### config.mk
export PLATFORM = sky130hd
export DESIGN_NAME = volume_ramp_flat
export DESIGN_NICKNAME = d
export VERILOG_FILES = /design/src/rtl/volume_ramp_if.sv /design/src/rtl/volume_ramp.sv /design/src/flat_wrapper.sv
export SDC_FILE = /design/constraint.sdc
export NUM_CORES = 1
export LEC_CHECK = 0
export ABC_AREA = 1
export CAP_MARGIN = 40
export CORE_MARGIN = 2
export CORE_UTILIZATION = 45
export DETAILED_ROUTE_END_ITERATION = 10
export DONT_BUFFER_PORTS = 1
export MAX_ROUTING_LAYER = met4
export PLACE_DENSITY = 0.68
export RECOVER_POWER = 100
export SLEW_MARGIN = 30
export SYNTH_ARGS = -nofsm -noshare
export SYNTH_HDL_FRONTEND = slang
export SYNTH_SLANG_ARGS = --single-unit
### constraint.sdc
create_clock -name clk -period 6.3 [get_ports clk]
set_clock_uncertainty 0.2 [all_clocks]
set_input_delay 1.26 -clock clk [delete_from_list [all_inputs] [get_ports clk]]
set_output_delay 1.26 -clock clk [all_outputs]
set_load 0.05 [all_outputs]
### src/rtl/volume_ramp_if.sv
// Stream bundle for volume_ramp: sample input, scaled output and the clip flag that
// travels with each output beat.
interface volume_ramp_if #(
  parameter int DATA_W = 16,
  parameter int CH_W   = 1
);
  logic                     s_valid;
  logic                     s_ready;
  logic signed [DATA_W-1:0] s_data;
  logic [CH_W-1:0]          s_chan;
  logic                     m_valid;
  logic                     m_ready;
  logic signed [DATA_W-1:0] m_data;
  logic [CH_W-1:0]          m_chan;
  logic                     clip;

  modport slave (
    input  s_valid, s_data, s_chan, m_ready,
    output s_ready, m_valid, m_data, m_chan, clip
  );

  modport master (
    output s_valid, s_data, s_chan, m_ready,
    input  s_ready, m_valid, m_data, m_chan, clip
  );
endinterface

### src/rtl/volume_ramp.sv
// Per-frame gain ramp with a 2-stage elastic multiply/saturate pipeline. Gain steps only on
// accepted frame-end beats, so every channel of a frame sees the same gain.
module volume_ramp #(
  parameter int DATA_W     = 16,
  parameter int CHANNELS   = 2,
  parameter int GAIN_W     = 9,
  parameter int RAMP_STEP  = 1,
  parameter int RESET_GAIN = 0,
  localparam int CH_W      = (CHANNELS > 1) ? $clog2(CHANNELS) : 1
) (
  input  logic              clk,
  input  logic              rst,
  volume_ramp_if.slave      bus,
  input  logic [GAIN_W-1:0] gain_target,
  input  logic              gain_load,
  input  logic              mute,
  output logic [GAIN_W-1:0] gain_current,
  output logic              ramping
);
  typedef enum logic {IDLE, RAMP} state_t;

  localparam logic [GAIN_W-1:0] UNITY    = GAIN_W'(1) << (GAIN_W - 1);
  localparam int                STEP_MAX = (1 << GAIN_W) - 1;
  localparam logic [GAIN_W-1:0] STEP     = GAIN_W'((RAMP_STEP > STEP_MAX) ? STEP_MAX : RAMP_STEP);
  localparam int                PROD_W   = DATA_W + GAIN_W + 1;
  localparam logic signed [DATA_W-1:0] DATA_MAX = {1'b0, {(DATA_W-1){1'b1}}};
  localparam logic signed [DATA_W-1:0] DATA_MIN = {1'b1, {(DATA_W-1){1'b0}}};
  localparam logic signed [PROD_W-1:0] SAT_MAX  = PROD_W'(DATA_MAX);
  localparam logic signed [PROD_W-1:0] SAT_MIN  = PROD_W'(DATA_MIN);

  // gain control state
  logic [GAIN_W-1:0] r_gain, r_target;
  logic              r_mute;
  state_t            r_state;
  logic [GAIN_W-1:0] w_gain_next, w_eff_target, w_up, w_dn;
  state_t            w_state_next;

  // pipeline state
  logic                     r_a_valid, r_b_valid, r_b_clip;
  logic signed [DATA_W-1:0] r_a_data, r_b_data;
  logic [GAIN_W-1:0]        r_a_gain;
  logic [CH_W-1:0]          r_a_chan, r_b_chan;
  logic                     w_a_adv, w_b_adv, w_accept, w_frame_end;
  logic signed [PROD_W-1:0] w_a_ext, w_g_ext, w_prod, w_shift;
  logic                     w_sat_hi, w_sat_lo;
  logic signed [DATA_W-1:0] w_sat_data;

  // Mute is registered so a change coincident with a frame end only affects the next one.
  assign w_eff_target = r_mute ? '0 : r_target;
  assign w_up         = w_eff_target - r_gain;
  assign w_dn         = r_gain - w_eff_target;

  assign w_b_adv     = !r_b_valid || bus.m_ready;
  assign w_a_adv     = !r_a_valid || w_b_adv;
  assign bus.s_ready = !rst && w_a_adv;
  assign w_accept    = bus.s_valid && bus.s_ready;
  assign w_frame_end = w_accept && (bus.s_chan == CH_W'(CHANNELS - 1));

  always_comb begin
    w_gain_next = r_gain;
    if (w_frame_end) begin
      if (r_gain < w_eff_target)
        w_gain_next = (w_up > STEP) ? r_gain + STEP : w_eff_target;
      else if (r_gain > w_eff_target)
        w_gain_next = (w_dn > STEP) ? r_gain - STEP : w_eff_target;
    end
  end

  always_comb begin
    w_state_next = RAMP;
    if (r_gain == w_eff_target)
      w_state_next = IDLE;
  end

  always_ff @(posedge clk) begin
    if (rst) begin
      r_gain   <= GAIN_W'(RESET_GAIN);
      r_target <= UNITY;
      r_mute   <= 1'b0;
      r_state  <= (GAIN_W'(RESET_GAIN) != UNITY) ? RAMP : IDLE;
    end else begin
      r_gain  <= w_gain_next;
      r_mute  <= mute;
      r_state <= w_state_next;
      if (gain_load)
        r_target <= gain_target;
    end
  end

  // Sample is signed, gain is unsigned: zero-extend the gain before the signed multiply.
  assign w_a_ext    = PROD_W'(r_a_data);
  assign w_g_ext    = PROD_W'({1'b0, r_a_gain});
  assign w_prod     = w_a_ext * w_g_ext;
  assign w_shift    = w_prod >>> (GAIN_W - 1);
  assign w_sat_hi   = w_shift > SAT_MAX;
  assign w_sat_lo   = w_shift < SAT_MIN;
  assign w_sat_data = w_sat_hi ? DATA_MAX : (w_sat_lo ? DATA_MIN : w_shift[DATA_W-1:0]);

  always_ff @(posedge clk) begin
    if (rst) begin
      r_a_valid <= 1'b0;
      r_a_data  <= '0;
      r_a_gain  <= '0;
      r_a_chan  <= '0;
      r_b_valid <= 1'b0;
      r_b_data  <= '0;
      r_b_chan  <= '0;
      r_b_clip  <= 1'b0;
    end else begin
      if (w_a_adv) begin
        r_a_valid <= w_accept;
        if (w_accept) begin
          r_a_data <= bus.s_data;
          r_a_gain <= r_gain;
          r_a_chan <= bus.s_chan;
        end
      end
      if (w_b_adv) begin
        r_b_valid <= r_a_valid;
        if (r_a_valid) begin
          r_b_data <= w_sat_data;
          r_b_chan <= r_a_chan;
          r_b_clip <= w_sat_hi || w_sat_lo;
        end
      end
    end
  end

  assign bus.m_valid  = r_b_valid;
  assign bus.m_data   = r_b_data;
  assign bus.m_chan   = r_b_chan;
  assign bus.clip     = r_b_valid && r_b_clip;
  assign gain_current = r_gain;
  assign ramping      = (r_state == RAMP);
endmodule

### src/flat_wrapper.sv
// flat-port wrapper written by rule: the top's interface ports become plain ports
module volume_ramp_flat 
#(
  parameter int DATA_W     = 16,
  parameter int CHANNELS   = 2,
  parameter int GAIN_W     = 9,
  parameter int RAMP_STEP  = 1,
  parameter int RESET_GAIN = 0,
  localparam int CH_W      = (CHANNELS > 1) ? $clog2(CHANNELS) : 1
)
  (clk, rst, gain_target, gain_load, mute, gain_current, ramping, bus_s_valid, bus_s_data, bus_s_chan, bus_m_ready, bus_s_ready, bus_m_valid, bus_m_data, bus_m_chan, bus_clip);
  volume_ramp_if #(.DATA_W(DATA_W), .CH_W((1))) bus_i ();
  input  logic clk;
  input  logic rst;
  input  logic [GAIN_W-1:0] gain_target;
  input  logic gain_load;
  input  logic mute;
  output logic [GAIN_W-1:0] gain_current;
  output logic ramping;
  input wire logic [$bits(bus_i.s_valid)-1:0] bus_s_valid;
  input wire logic [$bits(bus_i.s_data)-1:0] bus_s_data;
  input wire logic [$bits(bus_i.s_chan)-1:0] bus_s_chan;
  input wire logic [$bits(bus_i.m_ready)-1:0] bus_m_ready;
  output wire logic [$bits(bus_i.s_ready)-1:0] bus_s_ready;
  output wire logic [$bits(bus_i.m_valid)-1:0] bus_m_valid;
  output wire logic [$bits(bus_i.m_data)-1:0] bus_m_data;
  output wire logic [$bits(bus_i.m_chan)-1:0] bus_m_chan;
  output wire logic [$bits(bus_i.clip)-1:0] bus_clip;
  assign bus_i.s_valid = bus_s_valid;
  assign bus_i.s_data = bus_s_data;
  assign bus_i.s_chan = bus_s_chan;
  assign bus_i.m_ready = bus_m_ready;
  assign bus_s_ready = bus_i.s_ready;
  assign bus_m_valid = bus_i.m_valid;
  assign bus_m_data = bus_i.m_data;
  assign bus_m_chan = bus_i.m_chan;
  assign bus_clip = bus_i.clip;
  volume_ramp #(.DATA_W(DATA_W), .CHANNELS(CHANNELS), .GAIN_W(GAIN_W), .RAMP_STEP(RAMP_STEP), .RESET_GAIN(RESET_GAIN)) u_core (.clk(clk), .rst(rst), .bus(bus_i), .gain_target(gain_target), .gain_load(gain_load), .mute(mute), .gain_current(gain_current), .ramping(ramping));
endmodule
==> flow_metrics.py <==
metrics = {
    "cells_and_area": {
        "final_common_cell": "nand2_1",
        "final_cell_mix": "nand2_1 (455), inv_1 (349), fa_1 (123)",
        "syn2layout_area_growth_pct": 4.28,
        "final_nets": 1683,
        "post_route_cells_drive_above_1_share": 0.0432,
        "instances_no_fill": 1739,
        "antenna_cells": 0,
    },
    "power": {
        "p_leak_nw": 6.23,
        "vdd_drop_max_v": 0.000143,
        "powerDensity_mw_per_mm2": 139,
    },
    "synth": {
        "yosysWarnings": 0,
        "synthArstFlopShare": 0,
        "netlist_instances": 1486,
        "synth_top_family_by_area": "adder cells",
        "synth_compound_area_frac": 0.0735,
        "yosys.area_share.simple": 0.275,
        "synth-edff-count": 0,
        "ys_ff_latch": 66,
        "yosys-top-cells-area": "fa_1 (24%), nand2_1 (17%), dfxtp_1 (13%), inv_1 (13%), ha_1 (9.2%)",
        "synth_xor_area_frac": 0.0262,
        "synthMuxAreaShare": 0,
        "syn_area_mm2": 0.0101,
        "yosysTopAreaCellShare": 0.244,
        "synthDistinctLibCells": 43,
        "synthFlopType": "dfxtp_1",
        "synthAdderAreaFrac": 0.336,
        "syn-mean-instance-area_um2": 6.78,
        "synth_top_area_cell": "fa_1",
        "ys_seq_area_frac": 0.131,
        "synth_nets": 1715,
    },
    "global_route": {
        "grt_max_degree": 53,
        "grt_pass1_vias": 8783,
        "met3_usage": 0.0333,
        "grt.overflow.total": 0,
        "grtUsageMet1": 0.254,
        "grtUsageMet2": 0.405,
        "antenna_found_initial": 0,
        "track_usage": 0.222,
        "grt_pass1_wl_um": 41600,
        "top_usage_layer": "met2",
    },
    "clock_tree": {
        "htreeDepth": 3,
        "hold_buffers": 0,
        "cts.clk_slew.worst_paths_ns": 0.06,
        "clk_path_buf_depth": 2,
        "cts.sinks": 66,
        "cts_buffers": 9,
        "cts_tree": "yes",
        "cts-root-buf": "clkbuf_16",
        "insertion_delay_ns": 0.35,
    },
    "floorplanning": {
        "start_util": 0.460,
        "core_area_mm2": 0.0219,
        "ioPinCount": 62,
        "fp.dieW_um": 154,
        "die_h_um": 154,
        "die_area_mm2": 0.0236,
        "num_rows": 54,
    },
    "timing": {
        "drv_slew": 53,
        "rsz0062_at_grt": "no",
        "finalHoldViolCount": 0,
        "tightest_slew_ns": 2.27,
        "finalSetupTns_ns": 0,
        "finalCritPeriodShare": 0.931,
        "fmax_ghz": 0.171,
        "max-slew-margin-rel": -0.511,
        "finalSetupViolCount": 0,
        "period_needed_ns": 5.86,
    },
    "critical_path": {
        "cp_cell_sequence": "nand2_1 -> inv_1 -> fa_1 -> inv_1 -> fa_1 -> inv_1 -> fa_1 -> fa_1 -> inv_1 -> fa_1 -> inv_1 -> ha_1 -> nand2_2 -> nor3_1 -> nand2_1 -> a21oi_1 -> nor2_1 -> nand3_1 -> nand2_2 -> a21oi_4 -> buf_4 -> a21oi_1",
        "slowest_delay_ns": 0.65,
        "crit_family": "adder cells",
        "critPathKind": "flip-flop to flip-flop",
        "critPathLaunchType": "flip-flop",
        "path_buf_inv": 6,
        "cp_max_fo": 17,
        "crit_path_top_delay_cell": "fa_1",
        "arrival_ns": 5.89,
        "crit_path_end_kind": "flip-flop",
        "required_ns": 6.32,
    },
    "routing": {
        "wl_per_cell_um": 14.1,
        "routed_via_density": 5.00,
        "initialDrtViolationCount": 472,
        "ant_nets": 0,
        "drt_pass1_iterations": 5,
        "dr_total_vias": 8702,
        "drc": 0,
        "wirelength_um": 24500,
    },
    "place": {
        "hpwl_um": 19700,
        "dp.cells": 1722,
        "port_buffers": 0,
        "gp_congestion": 0.911,
    },
    "job": {
        "max-cap-violations": 1,
    },
    "status": {
        "status": "finished with violations",
        "violations": "max-capacitance violations, max-slew violations",
    },
    "hold_path": {
        "worstHoldPathType": "flip-flop to flip-flop",
    },
}
[worst min-delay path, delay by kind of cell (launching register included)]
| kind | cells | cell delay [ns] |
|---|---|---|
| flip-flops | 1 | 0.31 |
| AND/OR/NAND/NOR | 1 | 0.06 |
| AO/OA/AOI/OAI | 1 | 0.05 |
[worst paths after layout]
path | from | end | slack, ns | cells past startpoint
worst min register to register | u_core.r_a_chan$_SDFFE_PP0P_ | u_core.r_a_chan$_SDFFE_PP0P_ | 0.25 | 2
worst max register to register | u_core.r_a_gain[6]$_SDFFE_PP0P_ | u_core.bus.m_data[12]$_SDFFE_PP0P_ | 0.44 | 22
worst max-delay path | u_core.r_a_gain[6]$_SDFFE_PP0P_ | u_core.bus.m_data[12]$_SDFFE_PP0P_ | 0.44 | 22
worst min-delay path | u_core.r_a_chan$_SDFFE_PP0P_ | u_core.r_a_chan$_SDFFE_PP0P_ | 0.25 | 2
[logic make-up (layout without fill, tap and decap cells)]
logic type	count (synthesis)	in the layout
simple gates	658	658
buf+inv	410	383
fa+ha+maj	197	197
compound gates	127	127
flops	66	66
xor+xnor	28	28
[registers in the layout, summed over array words and instances, names as in the netlist]
register	flops
u_core.r_a_valid	1
u_core.gain_current	9
u_core.r_a_chan	1
u_core.ramping	1
u_core.bus.m_chan	1
u_core.bus.m_data	16
u_core.r_a_gain	9
u_core.bus.m_valid	1
u_core.r_b_clip	1
u_core.r_mute	1
u_core.r_a_data	16
u_core.r_target	9
[timing repair]
| item | 4_1_cts | 5_1_grt |
|---|---|---|
| gates resized for setup | 0 | 2 |
| hold endpoints to repair | 0 | 0 |
| setup endpoints to repair | 0 | 8 |
| setup buffers | 0 | 0 |
[area by class of cell]
cell class	count	area [um2]
flip-flops and latches	66	1320
multi-input cells	1010	7110
well taps	280	350
clock buffers	9	225
inverters	357	1340
repair buffers	10	75.1
fillers	2262	11400
clock inverters	7	77.6
[report_power, final]
| part | switching, mW | leakage [nW] | internal (mW) |
|---|---|---|---|
| Combinational | 0.266 | 5.54 | 0.131 |
| Clock | 0.220 | 0.146 | 0.309 |
| Sequential | 0.0943 | 0.544 | 0.445 |
| Total | 0.580 | 6.23 | 0.885 |
[stage by stage]
step                area [um2]  total power, mW  hold WS [ns]  setup WS (ns)  utilization
floorplan                10100            0.856         0.229          0.820            -
global placement         10200            0.941         0.244          0.448        0.468
detailed placement       10300            0.948         0.250          0.321        0.468
CTS                      10600             1.48         0.259          0.296        0.482
global route             10500             1.55         0.283          0.112        0.480
finish                   10500             1.47         0.254          0.437        0.480
[per-layer routing]
layer	vias to the layer above	wire length [um]
li1	4349	-
met5	-	0
met1	4123	10100
met2	190	12800
met3	40	1120
met4	0	489
[synthesized netlist by cell type (2+ instances only)]
| cell type | number |
|---|---|
| buf_1 | 4 |
| nand3_1 | 89 |
| ha_1 | 74 |
| o21ai_0 | 58 |
| a21oi_2 | 13 |
| o21bai_1 | 6 |
| dfxtp_1 | 66 |
| buf_2 | 4 |
| nand3_2 | 3 |
| o211ai_1 | 3 |
| nor2_1 | 61 |
| fa_1 | 123 |
| nor3_2 | 2 |
| a21boi_0 | 2 |
| clkbuf_1 | 39 |
| inv_1 | 349 |
| nor2_4 | 2 |
| nand4_1 | 19 |
| nand3b_1 | 3 |
| buf_4 | 3 |
| nand2_4 | 2 |
| nand2_1 | 453 |
| xnor2_1 | 7 |
| nand2_2 | 12 |
| clkinv_1 | 4 |
| a21oi_1 | 40 |
| a21oi_4 | 2 |
| inv_2 | 2 |
| nor2_2 | 3 |
| xor2_1 | 20 |
| buf_6 | 2 |
| nor3_1 | 5 |
Note: power is estimated with default switching activity, not from simulation.
